==> config.mk <==
export PLATFORM = sky130hd
export DESIGN_NAME = heat_sweep_scheduler
export DESIGN_NICKNAME = d
export VERILOG_FILES = /design/src/rtl/heat_pkg.sv /design/src/rtl/flag_reduce.sv /design/src/rtl/heat_sweep_scheduler.sv
export SDC_FILE = /design/constraint.sdc
export NUM_CORES = 1
export LEC_CHECK = 0
export CORE_AREA = 2 2 78 72
export DETAILED_ROUTE_END_ITERATION = 6
export DIE_AREA = 0 0 80 74
export GPL_TIMING_DRIVEN = 0
export PLACE_DENSITY = 0.85
export SLEW_MARGIN = 20
export SYNTH_ARGS = -nofsm -noshare
export SYNTH_HDL_FRONTEND = slang
export SYNTH_SLANG_ARGS = --single-unit
==> constraint.sdc <==
create_clock -name clk -period 3.4 [get_ports clk]
set_input_delay 0.68 -clock clk [delete_from_list [all_inputs] [get_ports clk]]
set_output_delay 0.68 -clock clk [all_outputs]
set_load 0.01 [all_outputs]
==> src/rtl/heat_pkg.sv <==
`default_nettype none
// ----------------------------------------------------------------------------
// heat_pkg : shared widths and scheduler state encoding for the heat solver
// Rev 1.0
// ----------------------------------------------------------------------------
package heat_pkg;

  localparam int DEF_ROW_W  = 8;
  localparam int DEF_ITER_W = 16;

  localparam logic [2:0] IDLE      = 3'd0;
  localparam logic [2:0] INIT_WAIT = 3'd1;
  localparam logic [2:0] ISSUE     = 3'd2;
  localparam logic [2:0] WAIT_LOW  = 3'd3;
  localparam logic [2:0] WAIT_HIGH = 3'd4;
  localparam logic [2:0] ADVANCE   = 3'd5;
  localparam logic [2:0] DONE      = 3'd6;

endpackage
`default_nettype wire

==> src/rtl/flag_reduce.sv <==
`default_nettype none
// ----------------------------------------------------------------------------
// flag_reduce : registered all-high / all-low reduction of a flag vector
// Rev 1.0
// ----------------------------------------------------------------------------
module flag_reduce #(
  parameter int WIDTH = 16
) (
  input  logic             clk,
  input  logic             reset,
  input  logic [WIDTH-1:0] vec,
  output logic             all_high,
  output logic             all_low
);

  always_ff @(posedge clk) begin
    if (reset) begin
      all_high <= 1'b0;
      all_low  <= 1'b0;
    end else begin
      all_high <= &vec;
      all_low  <= ~|vec;
    end
  end

endmodule
`default_nettype wire

==> src/rtl/heat_sweep_scheduler.sv <==
`default_nettype none
// ----------------------------------------------------------------------------
// heat_sweep_scheduler : start/done handshake sequencer for the column array
// Optional watchdog on the wait states: define SCHED_WATCHDOG_EN
// Rev 1.0
// ----------------------------------------------------------------------------
module heat_sweep_scheduler
  import heat_pkg::*;
#(
  parameter int NUM_COLS    = 16,
  parameter int ROW_W       = DEF_ROW_W,
  parameter int ITER_W      = DEF_ITER_W,
  parameter int WDOG_CYCLES = 64
) (
  input  logic                clk,
  input  logic                reset,
  input  logic                run,
  input  logic [ROW_W-1:0]    height,
  input  logic [ITER_W-1:0]   iter_limit,
  input  logic [NUM_COLS-1:0] col_init,
  input  logic [NUM_COLS-1:0] col_flag,
  output logic                start,
  output logic [ROW_W-1:0]    row_idx,
  output logic [ITER_W-1:0]   iter_count,
  output logic                sweep_done,
  output logic                busy,
  output logic                done,
  output logic                err
);

  logic [2:0]        state;
  logic [2:0]        state_next;
  logic [ROW_W-1:0]  height_q;
  logic              low_settled;
  logic              init_all;
  logic              flags_high;
  logic              flags_low;
  logic              last_row;
  logic              stop_now;
  logic [ITER_W-1:0] iter_inc;

  flag_reduce #(.WIDTH(NUM_COLS)) u_init_reduce (
    .clk      (clk),
    .reset    (reset),
    .vec      (col_init),
    .all_high (init_all),
    .all_low  ()
  );

  flag_reduce #(.WIDTH(NUM_COLS)) u_flag_reduce (
    .clk      (clk),
    .reset    (reset),
    .vec      (col_flag),
    .all_high (flags_high),
    .all_low  (flags_low)
  );

  assign last_row = (row_idx == height_q);
  assign iter_inc = iter_count + 1'b1;
  assign stop_now = ((iter_limit != '0) && (iter_inc == iter_limit)) || !run;

`ifdef SCHED_WATCHDOG_EN
  localparam int WDOG_W = $clog2(WDOG_CYCLES + 1);

  logic [WDOG_W-1:0] wdog_cnt;
  logic              waiting;
  logic              wdog_fire;

  assign waiting   = (state == INIT_WAIT) || (state == WAIT_LOW) || (state == WAIT_HIGH);
  assign wdog_fire = waiting && (wdog_cnt == WDOG_W'(WDOG_CYCLES - 1));
`endif

  always_comb begin
    state_next = state;
    case (state)
      IDLE:      if (run) state_next = INIT_WAIT;
      INIT_WAIT: if (init_all) state_next = ISSUE;
      ISSUE:     state_next = WAIT_LOW;
      // The first WAIT_LOW cycle still sees the reduced ISSUE-cycle flags.
      WAIT_LOW:  if (low_settled && flags_low) state_next = WAIT_HIGH;
      WAIT_HIGH: if (flags_high) state_next = ADVANCE;
      ADVANCE:   state_next = (last_row && stop_now) ? DONE : ISSUE;
      DONE:      if (!run) state_next = IDLE;
      default:   state_next = IDLE;
    endcase
`ifdef SCHED_WATCHDOG_EN
    if (wdog_fire && (state_next == state)) state_next = DONE;
`endif
  end

  always_ff @(posedge clk) begin
    if (reset) begin
      state       <= IDLE;
      row_idx     <= '0;
      iter_count  <= '0;
      height_q    <= '0;
      low_settled <= 1'b0;
    end else begin
      state       <= state_next;
      low_settled <= (state == WAIT_LOW);
      case (state)
        IDLE: begin
          if (run) begin
            height_q   <= height;
            iter_count <= '0;
            row_idx    <= '0;
          end
        end
        ADVANCE: begin
          if (last_row) begin
            row_idx    <= '0;
            iter_count <= iter_inc;
          end else begin
            row_idx    <= row_idx + 1'b1;
          end
        end
        default: ;
      endcase
    end
  end

`ifdef SCHED_WATCHDOG_EN
  always_ff @(posedge clk) begin
    if (reset) begin
      wdog_cnt <= '0;
      err      <= 1'b0;
    end else begin
      if (state_next != state) wdog_cnt <= '0;
      else if (waiting)        wdog_cnt <= wdog_cnt + 1'b1;
      if (wdog_fire && (state_next == DONE) && (state != ADVANCE)) err <= 1'b1;
    end
  end
`else
  assign err = 1'b0;
`endif

  assign start      = (state == ISSUE);
  assign sweep_done = (state == ADVANCE) && last_row;
  assign busy       = (state != IDLE) && (state != DONE);
  assign done       = (state == DONE);

endmodule
`default_nettype wire

Word-level counts from Yosys, hierarchy flattened
Index checks and enable logic that the tools add are counted.

Mux-type cells: 13. Equality and inequality tests: 15. Reductions and logical operators: 19. Add/sub/neg operators: 2.

Operator list (number): $mux W16 (2); $pmux W16 S2 (1); $reduce_and A16 Y1 (2); $pmux W3 S7 (1); $mux W3 (6); $add A16 B1 Y16 const B (1); $eq A16 B16 Y1 (1); $mux W8 (2); $pmux W8 S2 (1); $reduce_bool A16 Y1 (1); $reduce_or A16 Y1 (1); $eq A3 B3 Y1 const B (3); $add A8 B1 Y8 const B (1); $eq A8 B8 Y1 (1); $ne A2 B2 Y1 const B (4); $eq A3 B2 Y1 const B (2); $logic_and A1 B1 Y1 (5); $reduce_and A5 Y1 (1); $ne A2 B1 Y1 const B (2); $reduce_and A2 Y1 (2); $eq A3 B1 Y1 const B (1); $logic_not A3 Y1 (1); $ne A3 B3 Y1 const B (1); $reduce_and A3 Y1 (1); other kinds (4) (5).

Output and inout bits: 29. Register bits after elaboration: 39. Word-level logic and storage cells: 57.

Depth between registers and ports, before layout
Gate-level depths: netlist (run 1).

Depth after elaboration: 7. Depth in mapped cells: 9. Depth with buffers taken out: 7.

By module
From an unflattened synthesis (run 1), not the netlist that was laid out.

Cell total of the unflattened synthesis: 350. Area total of the unflattened synthesis: 2741.4 µm².

By module, submodules not included: heat_sweep_scheduler (cells each 322, area each 2486.1 µm², seq. area each 720.7 µm², instances 1); flag_reduce (cells each 14, area each 127.6 µm², seq. area each 40.0 µm², instances 2).

Least setup slack after synthesis (run 1)
OpenSTA, ideal clock, no wires.

Path kind: register -> register. Start: register iter_count[0]. End: register state[2]. Cell stages (with the launch flop): 8. Clock period less this slack: 2.199 ns. Path buffers: 0. Arrival: 2.115 ns. Setup time: 0.084 ns. Slack: 1.201 ns. Cells stage by stage: dfxtp_1 > ha_1 > and3_1 > nand3_1 > xnor2_1 > a2111oi_0 > or4b_1 > o31ai_2.

Longest elaborated chain between the ends: 7.

RTL lines: start: declaration (RTL line heat_sweep_scheduler.sv:24) `output logic [ITER_W-1:0] iter_count,`; start signal: assignment (RTL line heat_sweep_scheduler.sv:112) `iter_count <= iter_inc;`; $add A16 B1 Y16 (RTL line heat_sweep_scheduler.sv:59) `assign iter_inc = iter_count + 1'b1;`; $eq A16 B16 Y1 (RTL line heat_sweep_scheduler.sv:60) `assign stop_now = ((iter_limit != '0) && (iter_inc == iter_limit)) || !run;`; $logic_and A1 B1 Y1 (RTL line heat_sweep_scheduler.sv:60); $logic_or A1 B1 Y1 (RTL line heat_sweep_scheduler.sv:60); $logic_and A1 B1 Y1 (RTL line heat_sweep_scheduler.sv:82) `ADVANCE: state_next = (last_row && stop_now) ? DONE : ISSUE;`; $mux W3 (RTL line heat_sweep_scheduler.sv:82); $pmux W3 S7 (RTL line heat_sweep_scheduler.sv:75) `case (state)`; end signal: assignment (RTL line heat_sweep_scheduler.sv:99) `state <= state_next;`; end: declaration (RTL line heat_sweep_scheduler.sv:31) `logic [2:0] state;`.

No other way between the ends. A chain may end at the register's enable or synchronous reset.

Final worst setup path (run 1)
Start: register row_idx[2]. End: output sweep_done.

Longest elaborated chain between the ends: 2.

RTL lines: start: declaration (RTL line heat_sweep_scheduler.sv:23) `output logic [ROW_W-1:0] row_idx,`; start signal: assignment (RTL line heat_sweep_scheduler.sv:114) `row_idx <= row_idx + 1'b1;`; $eq A8 B8 Y1 (RTL line heat_sweep_scheduler.sv:58) `assign last_row = (row_idx == height_q);`; $logic_and A1 B1 Y1 (RTL line heat_sweep_scheduler.sv:138) `assign sweep_done = (state == ADVANCE) && last_row;`; end: declaration (RTL line heat_sweep_scheduler.sv:25) `output logic sweep_done,`.

No other way between the ends.

==> flow_summary.ini, run 1 <==
[global_route]
grt_use_met3 = 0.0449
gr-total-overflow = 0
grt_util_met1 = 0.326
grt_pass1_wl_mm = 11.8
grt_usage = 0.254
busiest_layer = met2
met2_usage = 0.444
antenna_found_initial = 0
grt_pass1_vias = 2549
grt_max_degree = 15

[floorplanning]
num_rows = 25
die_x_um = 80
initial_core_util = 0.474
io_pins = 88
fp.coreArea_um2 = 5130
die_area_um2 = 5920
die_h_um = 74

[finish]
final_nets = 480
antenna_cells = 0
drive_above_1_share = 0.0452
fillers = 463
finish.utilization = 0.680
area_delta_synth_final_pct = 43.6

[drt]
wl_mm = 7.59
drcViolationCount = 0
drt_iter0_drc = 239
vias_per_cell = 5.84
wl_per_cell_um = 15.6
num_vias = 2842
drtAntennaViolNets = 0
firstDrtPassIters = 5

[timing]
finalCriticalPeriod_ns = 2.90
worst_slew_pin_slew_ns = 0.619
hold_viol = 0
fin_tns_setup_ns = 0
report.final.setup_viol = 0
drv_slew = 0
finClkSkew_ns = 0.00828
rsz0062_at_grt = false
finalWorstSetupSlack_ns = 0.497
layout_worst_path_cycle_share = 0.854
max_freq_mhz = 344
slew_headroom = 0.584

[placed_design]
gp_congestion = 0.949
port_buffers = 86
pre_cts_ws_ns = 0.605
place_hpwl_mm = 5.71

[pwr]
worst_ir_drop_vdd_mv = 0.247
leakage_nw = 1.18
power-per-cell-area_nw_per_um2 = 293

[synthesis]
yosysSeqAreaShare = 0.321
syn_nets = 387
ys.warnings.count = 0
syn_area_um2 = 2430
ys_types = 44
async_flop_share = 0
synth-edff-count = 0
syn-mean-instance-area_um2 = 7.46
ys.flop_type = dfxtp_1
synth-seq-cells = 39
netlist_instances = 326

[worst_setup_path]
critPathKind = register to output pin
end_kind = output pin
crit_arrival_ns = 2.22
critPathRequiredTime_ns = 2.72
crit_path_start_kind = register
crit_path_max_fanout = 10

[clock_network]
cts_htree_levels = 2
numCtsBuffers = 5
clkLatencyLatePin_ns = 0.30
cts_tree = done
cts_hold_buf = 0
cts.clk_slew.worst_paths_ns = 0.08
cts_resized = 0
cts_setup_buffers = 0
clockBufferDepth = 2
cts.sinks = 39
cts-root-buf = clkbuf_8

[run]
cap_violations = 0

[min_path]
hp-class = register to register

[status]
status = complete, no violations
[cell families after synthesis]
logic type / count (synthesis) / share of synthesized area
muxes: 2 / 0.00875
and+or+nand+nor: 151 / 0.321
other: 1 / 0.00154
buffers and inverters: 21 / 0.0422
AOI/OAI and AO/OA: 78 / 0.180
DFF: 39 / 0.321
xor gates and xnor gates: 32 / 0.115
adders and majority gates: 2 / 0.0103
[synthesized netlist by cell type, types with 2 or more instances]
cell type   n  area, µm²
a21oi_1    39        195
o21ai_0    23        115
nand2b_1    3       18.8
or3_1       8       50.1
xor2_1      5       43.8
nor4_1     10       62.6
ha_1        2       25.0
nand4_1    12       75.1
clkbuf_1   11       41.3
inv_1       2       7.51
buf_2       3       15.0
dfxtp_1    39        781
o22ai_1     2       12.5
nor2_1     37        139
o211ai_1    2       15.0
nand3_1    15       75.1
o2111ai_1   2       17.5
nor2b_1     3       18.8
xnor2_1    27        236
nor3_1      8       40.0
and3_1      7       43.8
o221ai_1    2       17.5
and4_1      4       35.0
nand2_1    30        113
buf_6       2       22.5
nand3b_1   10       75.1
[layout by cell type (no fill, tap or decap), drive strengths merged, types with 2 or more instances in the layout]
master         instances
a21oi                 39
o21ai                 24
and4                   4
o2111ai                2
nor2b                  3
buf                    6
clkdlybuf4s50         86
nor4                  10
nand3                 15
nand4                 12
dfxtp                 39
nand2b                 3
inv                    4
xnor2                 27
ha                     2
and3                   7
o211ai                 2
nand2                 30
xor2                   5
nor3                   8
clkbuf                16
or3                    9
nand3b                10
o221ai                 2
o22ai                  2
nor2                  37
[worst max-delay path, stage by stage, from the launching register on]
cell and delay [ns]:
dfxtp_1 0.46, xnor2_1 0.15, nand4_1 0.15, or3_4 0.42, inv_2 0.07, buf_6 0.14
clkdlybuf4s50_1 0.54
[layout make-up]
class	count	area [µm²]	share of cell area
sequential	39	781	0.224
clock buffer	5	68.8	0.0197
tap	67	83.8	0.0240
clock inverter	3	46.3	0.0133
inverter	4	16.3	0.00466
timing repair buffer	86	861	0.247
multi-input combinational	266	1550	0.443
buffer	17	86.3	0.0247
[where the power goes]
group | switching (W) | internal (W) | leakage [nW]
Sequential | 0.00000445 | 0.000463 | 0.315
Combinational | 0.0000644 | 0.0000880 | 0.813
Clock | 0.000183 | 0.000221 | 0.0548
Total | 0.000251 | 0.000772 | 1.18
[layer usage]
layer / vias to the layer above / wire (µm)
met2: 132 / 3640
met5: - / 0
li1: 1365 / -
met3: 16 / 591
met1: 1329 / 3250
met4: 0 / 108
[flip-flops by register name, summed over array words and instances (netlist names)]
| signal | cells |
|---|---|
| iter_count | 16 |
| row_idx | 8 |
| u_init_reduce.all_high | 1 |
| height_q | 8 |
| state | 3 |
| low_settled | 1 |
| u_flag_reduce.all_high | 1 |
| u_flag_reduce.all_low | 1 |
[final timing paths]
path	startpoint	to	slack, ns	cells after the start
setup reg to reg	iter_count[0]$_SDFFE_PP0P_	state[2]$_SDFFE_PP0P_	0.80	7
hold reg to reg	height_q[6]$_SDFFE_PP0P_	height_q[6]$_SDFFE_PP0P_	0.47	2
setup / recovery	row_idx[2]$_SDFFE_PP0P_	sweep_done	0.50	6
hold / removal	height_q[6]$_SDFFE_PP0P_	height_q[6]$_SDFFE_PP0P_	0.47	2
[metrics by stage]
| stage | power (W) | cell area (µm²) | std cells | hold slack [ns] |
|---|---|---|---|---|
| 2_1_floorplan | 0.000534 | 2430 | 326 | 0.450 |
| 3_3_place_gp | 0.000624 | 3380 | 479 | 0.456 |
| 3_5_place_dp | 0.000628 | 3380 | 479 | 0.462 |
| 4_1_cts | 0.00102 | 3490 | 487 | 0.474 |
| 5_1_grt | 0.00106 | 3490 | 487 | 0.495 |
| 6_report | 0.00102 | 3490 | 487 | 0.473 |
(Power assumes the default switching activity.)
==> run 2, diff against run 1 <==
Settings changed: MAX_ROUTING_LAYER set to met4.
==> flow_summary.ini, run 2 (same netlist as run 1, synthesis figures left out) <==
[timing]
hold_viol = 0
finClkSkew_ns = 0.00590
worst_hold_slack_ns = 0.473
rsz0062_at_grt = false
slew_headroom = 0.589
layout_worst_path_cycle_share = 0.860
fin_tns_setup_ns = 0
drv_slew = 0
max_freq_mhz = 342
worst_slew_pin_slew_ns = 0.617
finalCriticalPeriod_ns = 2.92
report.final.setup_viol = 0

[clock_network]
cts_setup_buffers = 0
cts.sinks = 39
cts_htree_levels = 2
cts.clk_slew.worst_paths_ns = 0.08
cts_tree = done
cts_hold_buf = 0
clockBufferDepth = 2
cts_resized = 0
numCtsBuffers = 5
cts-root-buf = clkbuf_8
clkLatencyLatePin_ns = 0.29

[global_route]
grt_pass1_vias = 2660
grt_max_degree = 15
gr-total-overflow = 0
antenna_found_initial = 0
grt_usage = 0.269
grt_pass1_wl_mm = 12.1

[status]
status = complete, no violations

[floorplanning]
fp.coreArea_um2 = 5130
die_area_um2 = 5920
io_pins = 88
die_h_um = 74
num_rows = 25
die_x_um = 80
initial_core_util = 0.474

[finish]
regMostFlops = iter_count
final_nets = 480
layout_commonest_cell = clkdlybuf4s50_1
finish.utilization = 0.681
area_delta_synth_final_pct = 43.6
drive_above_1_share = 0.0452
final_cell_area_um2 = 3490
largest_reg_flops = 16
reg_top3 = iter_count (16), height_q (8), row_idx (8)
antenna_cells = 0
final_cell_mix = clkdlybuf4s50_1 (86), a21oi_1 (39), dfxtp_1 (39)
fillers = 463

[drt]
wl_per_cell_um = 15.4
drcViolationCount = 0
wl_mm = 7.52
num_vias = 2818
vias_per_cell = 5.79
drt_iter0_drc = 220
firstDrtPassIters = 5
drtAntennaViolNets = 0

[worst_setup_path]
end_kind = output pin
critPathRequiredTime_ns = 2.72
crit_path_top_delay_cell = clkdlybuf4s50_1
path_delay_family = buffers and inverters
crit_path_max_fanout = 10
critPathKind = register to output pin
critPathMaxStageDelay_ns = 0.55
crit_path_start_kind = register
crit_arrival_ns = 2.24
crit_path_cell_trace = xnor2_1 -> nand4_1 -> or3_4 -> inv_2 -> buf_6 -> clkdlybuf4s50_1
crit_buf_inv = 3

[placed_design]
gp_congestion = 0.955
port_buffers = 86
place_area_um2 = 3380
place_hpwl_mm = 5.73

[pwr]
p_total_w = 0.00102
power-per-cell-area_nw_per_um2 = 292
leakage_nw = 1.19
worst_ir_drop_vdd_mv = 0.206

[min_path]
hp-class = register to register

[run]
cap_violations = 0
## run 2: cell count changes in the layout (fill, tap and decap cells not counted), sizes merged
cell	before	now
clkinvlp	1	0
clkinv	1	2
## run 2: layout make-up
cell class,instances,area (µm²),area share
multi-input cells,266,1550,0.443
inverters,4,16.3,0.00466
clock buffers,5,68.8,0.0197
clock inverters,3,47.5,0.0136
well taps,67,83.8,0.0240
flip-flops and latches,39,781,0.224
plain buffers,17,86.3,0.0247
repair buffers,86,861,0.247
## run 2: worst min-delay path: cells and delay by family, from the launching register on
kind / cells / cell delay [ns]
AO/OA/AOI/OAI: 1 / 0.05
flip-flops: 1 / 0.32
AND/OR/NAND/NOR: 1 / 0.05
## run 2: metal layers
metal  global-route usage  vias up  share of wire
li1                     -     1365              -
met1                0.333     1271           0.43
met2                0.445      153           0.47
met3               0.0437       29          0.076
met4                0.102        0          0.030
met5                    -        -              0
## run 2: power breakdown
part	leakage (nW)	switching (W)	internal [W]	total, W
logic	0.813	0.0000635	0.0000880	0.000151
registers	0.315	0.00000446	0.000463	0.000467
clock network	0.0587	0.000180	0.000223	0.000402
total	1.19	0.000248	0.000773	0.00102
## run 2: worst paths after layout
path,startpoint,endpoint,slack (ns),depth (start not counted)
setup reg to reg,iter_count[0]$_SDFFE_PP0P_,state[2]$_SDFFE_PP0P_,0.87,7
setup / recovery,row_idx[2]$_SDFFE_PP0P_,sweep_done,0.48,6
hold reg to reg,height_q[3]$_SDFFE_PP0P_,height_q[3]$_SDFFE_PP0P_,0.47,2
hold / removal,height_q[3]$_SDFFE_PP0P_,height_q[3]$_SDFFE_PP0P_,0.47,2
## run 2: stage by stage
stage / cells / setup WS [ns]
after floorplan: 326 / 1.20
after global placement: 479 / 0.645
after detailed placement: 479 / 0.580
after CTS: 487 / 0.511
after global routing: 487 / 0.385
final: 487 / 0.476
